## config.mk

```make
export PLATFORM = sky130hd
export DESIGN_NAME = ex7_slice_sched
export DESIGN_NICKNAME = d
export VERILOG_FILES = /design/src/rtl/ex7_slice_sched.sv
export SDC_FILE = /design/constraint.sdc
export NUM_CORES = 1
export LEC_CHECK = 0
export CORE_UTILIZATION = 39
export CTS_CLUSTER_DIAMETER = 80
export DETAILED_ROUTE_END_ITERATION = 8
export GPL_TIMING_DRIVEN = 0
export HOLD_SLACK_MARGIN = 0.08
export MAX_ROUTING_LAYER = met4
export PLACE_DENSITY = 0.81
export SLEW_MARGIN = 30
export SYNTH_ARGS = -nofsm -noshare
export SYNTH_HDL_FRONTEND = slang
export SYNTH_SLANG_ARGS = --single-unit
```

## constraint.sdc

```tcl
create_clock -name clk -period 4.48 [get_ports clk]
set_input_delay 0.896 -clock clk [delete_from_list [all_inputs] [get_ports clk]]
set_output_delay 0.896 -clock clk [all_outputs]
set_load 0.005 [all_outputs]
```

## src/rtl/ex7_slice_sched.sv

```systemverilog
// Round-robin scheduler sharing one pipelined ex7 slice among N_REQ requesters; one op in flight, SLICE_LAT+3 cycles best case.
// Response held until rsp_ready; no grants while busy. EX7_SCHED_CHAIN_EN adds req_chain and per-requester carry feedback into slice_x[7].
module ex7_slice_sched #(
  parameter int  N_REQ     = 4,
  parameter int  SLICE_LAT = 2,
  localparam int ID_W      = (N_REQ > 1) ? $clog2(N_REQ) : 1
) (
  input  logic                 clk,
  input  logic                 rst_n,
  input  logic [N_REQ-1:0]     req_valid,
  output logic [N_REQ-1:0]     req_ready,
  input  logic [16*N_REQ-1:0]  req_x,
`ifdef EX7_SCHED_CHAIN_EN
  input  logic [N_REQ-1:0]     req_chain,
`endif
  output logic [15:0]          slice_x,
  output logic                 slice_issue,
  input  logic [4:0]           slice_y,
  output logic                 rsp_valid,
  input  logic                 rsp_ready,
  output logic [4:0]           rsp_y,
  output logic [ID_W-1:0]      rsp_id
);

  typedef enum logic [1:0] {S_IDLE, S_ISSUE, S_WAIT, S_RESP} state_t;

  state_t            r_state;
  logic [ID_W-1:0]   r_ptr;
  logic [ID_W-1:0]   r_idx;
  logic [ID_W-1:0]   r_rsp_id;
  logic [15:0]       r_slice_x;
  logic              r_issue;
  logic              r_rsp_vld;
  logic [4:0]        r_rsp_y;
  logic [3:0]        r_cnt;

  logic              w_any;
  logic [ID_W-1:0]   w_gnt;
  int                w_pos;
  logic [N_REQ-1:0]  w_ready;
  logic [15:0]       w_x_raw;
  logic [15:0]       w_x_sel;

  // First valid requester at or above the pointer, wrapping at N_REQ-1.
  always_comb begin
    w_any = 1'b0;
    w_gnt = '0;
    w_pos = 0;
    for (int k = 0; k < N_REQ; k++) begin
      w_pos = int'(r_ptr) + k;
      if (w_pos >= N_REQ) w_pos = w_pos - N_REQ;
      for (int i = 0; i < N_REQ; i++) begin
        if (!w_any && (w_pos == i) && req_valid[i]) begin
          w_any = 1'b1;
          w_gnt = ID_W'(i);
        end
      end
    end
  end

  always_comb begin
    w_ready = '0;
    w_x_raw = '0;
    for (int i = 0; i < N_REQ; i++) begin
      if (w_gnt == ID_W'(i)) begin
        w_ready[i] = (r_state == S_IDLE) && w_any && rst_n;
        w_x_raw    = req_x[16*i +: 16];
      end
    end
  end

`ifdef EX7_SCHED_CHAIN_EN
  logic [N_REQ-1:0] r_cq;

  always_comb begin
    w_x_sel = w_x_raw;
    for (int i = 0; i < N_REQ; i++) begin
      if ((w_gnt == ID_W'(i)) && req_chain[i]) w_x_sel[7] = r_cq[i];
    end
  end

  always_ff @(posedge clk or negedge rst_n) begin
    if (!rst_n) begin
      r_cq <= '0;
    end else if ((r_state == S_RESP) && rsp_ready) begin
      for (int i = 0; i < N_REQ; i++) begin
        if (r_rsp_id == ID_W'(i)) r_cq[i] <= r_rsp_y[4];
      end
    end
  end
`else
  always_comb w_x_sel = w_x_raw;
`endif

  always_ff @(posedge clk or negedge rst_n) begin
    if (!rst_n) begin
      r_state   <= S_IDLE;
      r_ptr     <= '0;
      r_idx     <= '0;
      r_rsp_id  <= '0;
      r_slice_x <= '0;
      r_issue   <= 1'b0;
      r_rsp_vld <= 1'b0;
      r_rsp_y   <= '0;
      r_cnt     <= '0;
    end else begin
      r_issue <= 1'b0;
      case (r_state)
        S_IDLE: begin
          if (w_any) begin
            r_slice_x <= w_x_sel;
            r_idx     <= w_gnt;
            r_ptr     <= (w_gnt == ID_W'(N_REQ-1)) ? '0 : w_gnt + 1'b1;
            r_issue   <= 1'b1;
            r_state   <= S_ISSUE;
          end
        end
        S_ISSUE: begin
          r_cnt   <= 4'(SLICE_LAT-1);
          r_state <= S_WAIT;
        end
        S_WAIT: begin
          if (r_cnt == 4'd0) begin
            r_rsp_y   <= slice_y;
            r_rsp_id  <= r_idx;
            r_rsp_vld <= 1'b1;
            r_state   <= S_RESP;
          end else begin
            r_cnt <= r_cnt - 4'd1;
          end
        end
        S_RESP: begin
          if (rsp_ready) begin
            r_rsp_vld <= 1'b0;
            r_state   <= S_IDLE;
          end
        end
        default: r_state <= S_IDLE;
      endcase
    end
  end

  assign req_ready   = w_ready;
  assign slice_x     = r_slice_x;
  assign slice_issue = r_issue;
  assign rsp_valid   = r_rsp_vld;
  assign rsp_y       = r_rsp_y;
  assign rsp_id      = r_rsp_id;

endmodule

```

==> results.txt, run 1 <==
* Port Buffer Count: 104
- Power spread over the standard cell area amounts to 593.3 mW/mm².
- For this run, the register share of the synthesized area comes to 0.4110.
- The clock tree synthesis step divided the H-tree into 2 levels.
* Number of global-route vias before repair: 2128
- The floorplan has 26 rows.
- Derived from the worst setup path, the maximum achievable clock frequency is 234.1 MHz.
- In this run the most critical hold path is launched from r_idx[1].
- TritonCTS clock tree: built
- The worst-case IR drop observed on VDD is 0.2833 mV.
- Routed length per instance: 15.42 µm
* Unrepaired setup endpoints after global routing: no
- Post-Place Cell Area: 0.003282 mm²
- STA classifies the critical path endpoint as an output port.
* Outcome: finished clean
- Die Outline Area: 0.005763 mm²
* Worst rel slew slack: 0.6272
- After routing the design area is 0.003362 mm².
- The number of hold violations in the final report was 0.
* Effective utilization at floorplan: 0.4119
- Of the cells placed in the final design, the portion with a size suffix greater than 1 is 0.1029.
- Distinct cell type count of the synthesized netlist: 36
* Antenna violations before repair: 0
- Remaining global-route overflow: 0
- Clock tree synthesis inserted a total of 5 buffers.
- Clock Latency Late Sink: 0.29 ns
- The critical path starts at req_valid[3].
- After the first detailed-routing iteration, the DRC count stood at 89.
- Hold-critical path depth: 2
- Destination of the worst register-to-register timing path: slice_x[13]
- Final cycle utilization of the critical path: 0.9533
* Hold bufs inserted after CTS: 0
* Critical path peak fanout: 10
- The wire-length estimate of the detail-placed layout is 4.761 mm.
- Data on the critical path arrives at its endpoint at 3.37 ns.
* Setup TNS: 0 ns
- Each instance of the synthesized netlist takes up on average 9.305 µm².
- In this run the remaining antenna-violating nets after routing total 0.
- Worst min path class: flop to flop
- Number of sinks on the clock net: 35
* Static leakage: 0.001498 µW
- At the end of routability-driven placement, the weighted congestion stood at 0.8841.
- After synthesis the cells add up to 0.002131 mm².
* Drt total wl: 6.322 mm
* Period minus WS final: 4.271 ns
- At the pin with the least slew margin, the transition time is 0.5533 ns.
- GRT Resource Usage Total: 0.2315
* Worst Setup Path Type: input pin to output port
* Number of maximum-capacitance violations: 0
- The die is 75.92 µm wide.
* Yosys synthesis warning count: 0
* Height of the chip: 75.92 µm
- Drc violations: 0
- The first TritonRoute pass finished after 4 iterations.
* Net count, final: 425
- Clock-pin slew on the worst setup and hold paths: 0.08 ns
- The first global-routing pass estimated 10.40 mm of wire.
- CP Data Required Time: 3.58 ns
- Counting every instance in the synthesized netlist gives 229.
- Clock Path Buffers: 2
- Kind of launch point of the worst setup path: input pin
* Final-report setup violation count: 0
- Entering global routing, the biggest net connects 21 pins.
* Ant diodes: 0
- The startpoint identified for the worst register-to-register timing path is r_ptr[1].
- Area grow syn2layout: 57.78%
- Across all register-to-register paths, the minimum setup slack is 1.88 ns.
- Area of the core: 0.005172 mm²
* Layout filler cell count: 425
- Synthesis-stage register bit count: 35
- In the routed layout, each cell is associated on average with a via count of 5.273.
- The detailed router placed 2162 vias in this run.
- Pins over their slew limit: 0
- The cell sitting at the root of the clock tree is a sky130_fd_sc_hd__clkbuf_8.
* Endpoint, Worst Hold: r_idx[1]
- Number of top-level pins: 105
* Clock skew after layout: 0.007879 ns
- For the worst flop-to-flop path, the logic depth is 10.
- Synthesized net count: 315
per-layer routing:
| layer | GRT usage | up-vias | wire [µm] |
|---|---|---|---|
| met2 | 0.3764 | 102 | 3024 |
| li1 | - | 1032 | - |
| met5 | - | - | 0 |
| met3 | 0.05542 | 6 | 428 |
| met1 | 0.2873 | 1022 | 2802 |
| met4 | 0.06538 | 0 | 65 |
logic make-up (layout without fill, tap and decap cells):
group | after synthesis | after routing | share of synthesized area
fa+ha+maj | 10 | 10 | 0.05872
compound gates | 81 | 81 | 0.2554
buf+inv | 41 | 152 | 0.09512
simple gates | 52 | 52 | 0.1274
flops | 35 | 35 | 0.4110
mux | 10 | 10 | 0.05226
worst max path at each step:
stage	cells after the start	endpoint	slack, ns
3_5_place_dp	10	req_ready[2]	0.04
5_1_grt	9	req_ready[1]	0.07
3_3_place_gp	3	req_ready[0]	0.07
6_report	9	req_ready[1]	0.21
4_1_cts	10	req_ready[2]	0.04
2_1_floorplan	8	req_ready[2]	1.38
what timing repair did:
| item | CTS | global route |
|---|---|---|
| gates resized for setup | 0 | 1 |
| setup endpoints to repair | 0 | 2 |
| buffers inserted | 0 | 0 |
cells in the mapped netlist:
| library cell | instances | share of area |
|---|---|---|
| sky130_fd_sc_hd__dfrtp_1 | 35 | 0.41 |
| sky130_fd_sc_hd__a21oi_1 | 33 | 0.078 |
| sky130_fd_sc_hd__inv_1 | 23 | 0.041 |
| sky130_fd_sc_hd__nor2_1 | 20 | 0.035 |
| sky130_fd_sc_hd__a211o_1 | 16 | 0.066 |
| sky130_fd_sc_hd__a221oi_1 | 15 | 0.062 |
| sky130_fd_sc_hd__nand2_1 | 11 | 0.019 |
| sky130_fd_sc_hd__ha_1 | 10 | 0.059 |
| sky130_fd_sc_hd__o21ai_0 | 10 | 0.023 |
| sky130_fd_sc_hd__mux2_2 | 8 | 0.042 |
| sky130_fd_sc_hd__buf_2 | 6 | 0.014 |
| sky130_fd_sc_hd__buf_6 | 5 | 0.026 |
| sky130_fd_sc_hd__clkbuf_1 | 5 | 0.0088 |
| sky130_fd_sc_hd__and3_1 | 4 | 0.012 |
| sky130_fd_sc_hd__nand2b_1 | 3 | 0.0088 |
| sky130_fd_sc_hd__nor2b_1 | 3 | 0.0088 |
| sky130_fd_sc_hd__a21o_1 | 2 | 0.0070 |
| sky130_fd_sc_hd__nor3_1 | 2 | 0.0047 |
| sky130_fd_sc_hd__a211oi_2 | 1 | 0.0059 |
| sky130_fd_sc_hd__a22oi_1 | 1 | 0.0035 |
| sky130_fd_sc_hd__and2_1 | 1 | 0.0029 |
| sky130_fd_sc_hd__buf_4 | 1 | 0.0035 |
| sky130_fd_sc_hd__inv_2 | 1 | 0.0018 |
| sky130_fd_sc_hd__mux2_1 | 1 | 0.0053 |
| sky130_fd_sc_hd__mux2i_1 | 1 | 0.0047 |
| sky130_fd_sc_hd__nand3_1 | 1 | 0.0023 |
| sky130_fd_sc_hd__nand3b_1 | 1 | 0.0035 |
| sky130_fd_sc_hd__nor2b_4 | 1 | 0.0065 |
| sky130_fd_sc_hd__nor3b_1 | 1 | 0.0035 |
| sky130_fd_sc_hd__nor3b_2 | 1 | 0.0059 |
| sky130_fd_sc_hd__nor4_2 | 1 | 0.0059 |
| sky130_fd_sc_hd__o21ai_1 | 1 | 0.0023 |
| sky130_fd_sc_hd__o31ai_1 | 1 | 0.0035 |
| sky130_fd_sc_hd__o32a_1 | 1 | 0.0047 |
| sky130_fd_sc_hd__or2b_4 | 1 | 0.0053 |
| sky130_fd_sc_hd__or3_1 | 1 | 0.0029 |
critical path, stage by stage:
cell	delay [ns]
sky130_fd_sc_hd__clkdlybuf4s50_1	0.49
sky130_fd_sc_hd__nand2b_1	0.18
sky130_fd_sc_hd__a211o_1	0.28
sky130_fd_sc_hd__o21ai_0	0.22
sky130_fd_sc_hd__ha_1	0.26
sky130_fd_sc_hd__buf_6	0.15
sky130_fd_sc_hd__buf_2	0.22
sky130_fd_sc_hd__and3_1	0.17
sky130_fd_sc_hd__clkdlybuf4s50_1	0.51
cell type report:
class                      count  area (µm²)  share of cell area
buffer                        15       107.6             0.03201
clock buffer                   6       72.57             0.02159
clock inverter                 2       12.51            0.003722
inverter                      24       90.09             0.02680
multi-input combinational    153        1052              0.3130
sequential                    35       875.8              0.2605
tap                           70       87.58             0.02605
timing repair buffer         105        1064              0.3163
sequential cells by signal, indices dropped and copies added, names as in the netlist:
signal       flops
r_state          2
r_cnt            4
r_idx            2
slice_x         16
slice_issue      1
rsp_id           2
r_ptr            2
rsp_y            5
rsp_valid        1
through the flow:
stage	total power (µW)	std cells	utilization	worst slack [ns]	hold slack [ns]
4_1_cts	2013	412	0.6509	0.03806	0.5117
3_5_place_dp	1774	404	0.6345	0.04284	0.4837
5_1_grt	2159	410	0.6500	0.07363	0.5264
2_1_floorplan	1278	229	-	1.380	0.4444
3_3_place_gp	1739	403	0.6301	0.06791	0.4841
6_report	1995	410	0.6500	0.2091	0.5092
cell usage in the layout, fill, tap and decap left out, types with 2 or more instances in the layout:
master	count
sky130_fd_sc_hd__nand2b_1	3
sky130_fd_sc_hd__and3_1	4
sky130_fd_sc_hd__mux2_2	8
sky130_fd_sc_hd__clkbuf_8	5
sky130_fd_sc_hd__clkbuf_1	4
sky130_fd_sc_hd__a211o_1	16
sky130_fd_sc_hd__o21ai_0	10
sky130_fd_sc_hd__a21o_1	2
sky130_fd_sc_hd__nand2_1	11
sky130_fd_sc_hd__nor3_1	2
sky130_fd_sc_hd__nor2_1	20
sky130_fd_sc_hd__dfrtp_1	35
sky130_fd_sc_hd__nor2b_1	3
sky130_fd_sc_hd__clkdlybuf4s50_1	103
sky130_fd_sc_hd__a221oi_1	15
sky130_fd_sc_hd__buf_2	6
sky130_fd_sc_hd__a21oi_1	33
sky130_fd_sc_hd__inv_1	23
sky130_fd_sc_hd__ha_1	10
sky130_fd_sc_hd__buf_6	5
report_power, final:
group	switching, µW	internal [µW]	leakage (µW)	total (µW)
clock network	121	109	0.0000412	230
logic	539	651	0.00104	1190
registers	98.5	477	0.000414	575
total	758	1240	0.00150	1990
Power figures use the tool's default switching activity.
==> inputs of run 2 (changes only) <==
CTS_BUF_LIST = sky130_fd_sc_hd__clkbuf_8   (was default)
==> results.txt, run 2 (synthesized netlist as in run 1, its figures left out) <==
- After global routing the overflow that remains totals 0.
- Critical path peak fanout: 10
* Root buf cell: sky130_fd_sc_hd__clkbuf_8
- Clock-pin slew on the worst setup and hold paths: 0.08 ns
- Across all setup checks in the final design, the least slack found is 0.2081 ns.
* Most frequent standard cell in the layout excluding fill and tap cells: sky130_fd_sc_hd__clkdlybuf4s50_1
- Global-route wire length before repair: 10.40 mm
* Fraction of layout instances using a drive strength above 1: 0.1029
- Drt total wl: 6.333 mm
- Cell chain of the critical path: clkdlybuf4s50_1 -> nand2b_1 -> a211o_1 -> o21ai_0 -> ha_1 -> buf_6 -> buf_2 -> and3_1 -> clkdlybuf4s50_1
- Setup violations remaining at the end of the flow were counted as 0.
* Final weighted congestion of routability-driven global placement: 0.8841
* Pins over their slew limit: 0
- The HPWL after detailed placement is 4.761 mm.
* Clock skew after layout: 0.01002 ns
* Slowest cell on the critical path: sky130_fd_sc_hd__clkdlybuf4s50_1
* Worst Path Arrival: 3.38 ns
- In the final routed layout, each cell accounts on average for 15.45 µm.
* TritonCTS clock tree: built
- Number of flip-flops in the largest register: 16
- For this run, the top clock speed supported by timing is 234.1 MHz.
- The repair_antennas step left the layout with diodes totalling 0.
- The number of hold buffers added after CTS was 0.
- Max-cap violations in this run came to 0.
* Port Buffer Count: 104
- Power Total: 1994 µW
- Setup TNS: 0 ns
- Clock Path Buffers: 2
* Post-DRT Antenna Nets: 0
- For the pin with the worst max-slew slack, the measured transition is 0.5533 ns.
- For this design the static power due to leakage is 0.001502 µW.
- OpenSTA, run right after detailed placement, puts the worst setup slack at 0.04284 ns.
- Number of optimization iterations in the first detailed-route pass: 4
- Layout filler cell count: 425
- The H-tree generated during clock tree synthesis spans 2 levels.
* Net count, final: 425
- From bottom edge to top edge, the die measures 75.92 µm.
- Floorplan die width: 75.92 µm
- The critical path is of the input pin to output port type.
- The worst setup path is captured at an output port.
- The smallest clock period supported by the final layout is computed as 4.272 ns.
- STA classifies the critical path startpoint as an input pin.
- Area grow syn2layout: 57.78%
* Antenna violations before repair: 0
- Final-report hold violation count: 0
- For this run, design rule violations remaining after detail routing come to 0.
* Number of sinks on the clock net: 35
- On the worst path, the slowest cell contributes a delay of 0.51 ns.
- Setup repair after global routing left no endpoint under its margin.
- Worst min path class: flop to flop
- Ratio of routed vias to standard cells: 5.273
- In this run the standard cell core region covers 0.005172 mm².
- 105 I/O pins were placed.
- Via count of the routed design: 2162
- The initial utilization of the core area, before any placement, comes to 0.4119.
* Outcome: finished clean
- Total clock buffers created by CTS: 5
* Die Outline Area: 0.005763 mm²
- The worst pin sits at a relative slew slack of 0.6272.
- Total of cells resized after clock tree synthesis: 0
- Entering global routing, the biggest net connects 21 pins.
- Setup Buffers After CTS: 0
- Of the available clock period, the critical path in the final layout requires 0.9535.
- Highest-count cells in the layout ignoring fill and taps: 103 x sky130_fd_sc_hd__clkdlybuf4s50_1, 35 x sky130_fd_sc_hd__dfrtp_1, 33 x sky130_fd_sc_hd__a21oi_1
- The floorplan has 26 rows.
* Power density over the cells: 593.2 mW/mm²
* Most common cell on crit path: sky130_fd_sc_hd__clkdlybuf4s50_1
- The via count of the first global-routing pass was 2128.
- For this run, the total global-route usage over all layers was measured as 0.2315.
- The worst register-to-register path has a setup slack of 1.86 ns.
- CP Data Required Time: 3.58 ns
- Clock Latency Late Sink: 0.29 ns
* DRT iter0 DRCs: 89
- Peak supply drop: 0.2833 mV
run 2: cell count changes in the layout (fill, tap and decap cells not counted):
| cell | change |
|---|---|
| sky130_fd_sc_hd__inv_1 | +1 |
| sky130_fd_sc_hd__clkbuf_1 | -1 |
run 2: cell type report:
type	instances	area [µm²]	area share
plain buffers	15	107.6	0.03201
repair buffers	105	1064	0.3163
clock buffers	5	68.82	0.02047
flip-flops and latches	35	875.8	0.2605
clock inverters	3	16.27	0.004838
multi-input cells	153	1052	0.3130
well taps	70	87.58	0.02605
inverters	24	90.09	0.02680
run 2: metrics by stage:
stage | cells | area, µm² | hold slack (ns) | util
global placement | 403 | 3259 | 0.4841 | 0.6301
CTS | 412 | 3367 | 0.5118 | 0.6509
detailed placement | 404 | 3282 | 0.4837 | 0.6345
floorplan | 229 | 2131 | 0.4444 | -
finish | 410 | 3362 | 0.5098 | 0.6500
global route | 410 | 3362 | 0.5264 | 0.6500
run 2: metal layers:
metal  GRT usage  up-vias  part of all wire
li1            -     1032                 -
met1      0.2873     1019              0.44
met2      0.3764      105              0.48
met3     0.05542        6             0.070
met4     0.06538        0             0.010
met5           -        -                 0
run 2: worst paths after layout:
path                              start            to  cells past startpoint
hold / removal                 r_idx[1]      r_idx[1]                      2
max in group asynchronous         rst_n   slice_issue                      2
min in group asynchronous         rst_n    slice_x[4]                      1
setup reg to reg               r_ptr[1]   slice_x[13]                     10
setup / recovery           req_valid[3]  req_ready[1]                      9
hold reg to reg                r_idx[1]      r_idx[1]                      2
run 2: worst max-delay path, delay by kind of cell:
family,cells,cell delay (ns)
fa+ha+maj,1,0.26
compound gates,2,0.50
simple gates,2,0.35
buf+inv,4,1.37
run 2: report_power, final:
part	internal, µW	switching [µW]	total (µW)	leakage (µW)
registers	477	98.6	575	0.000414
logic	651	540	1190	0.00104
clock network	106	122	229	0.0000453
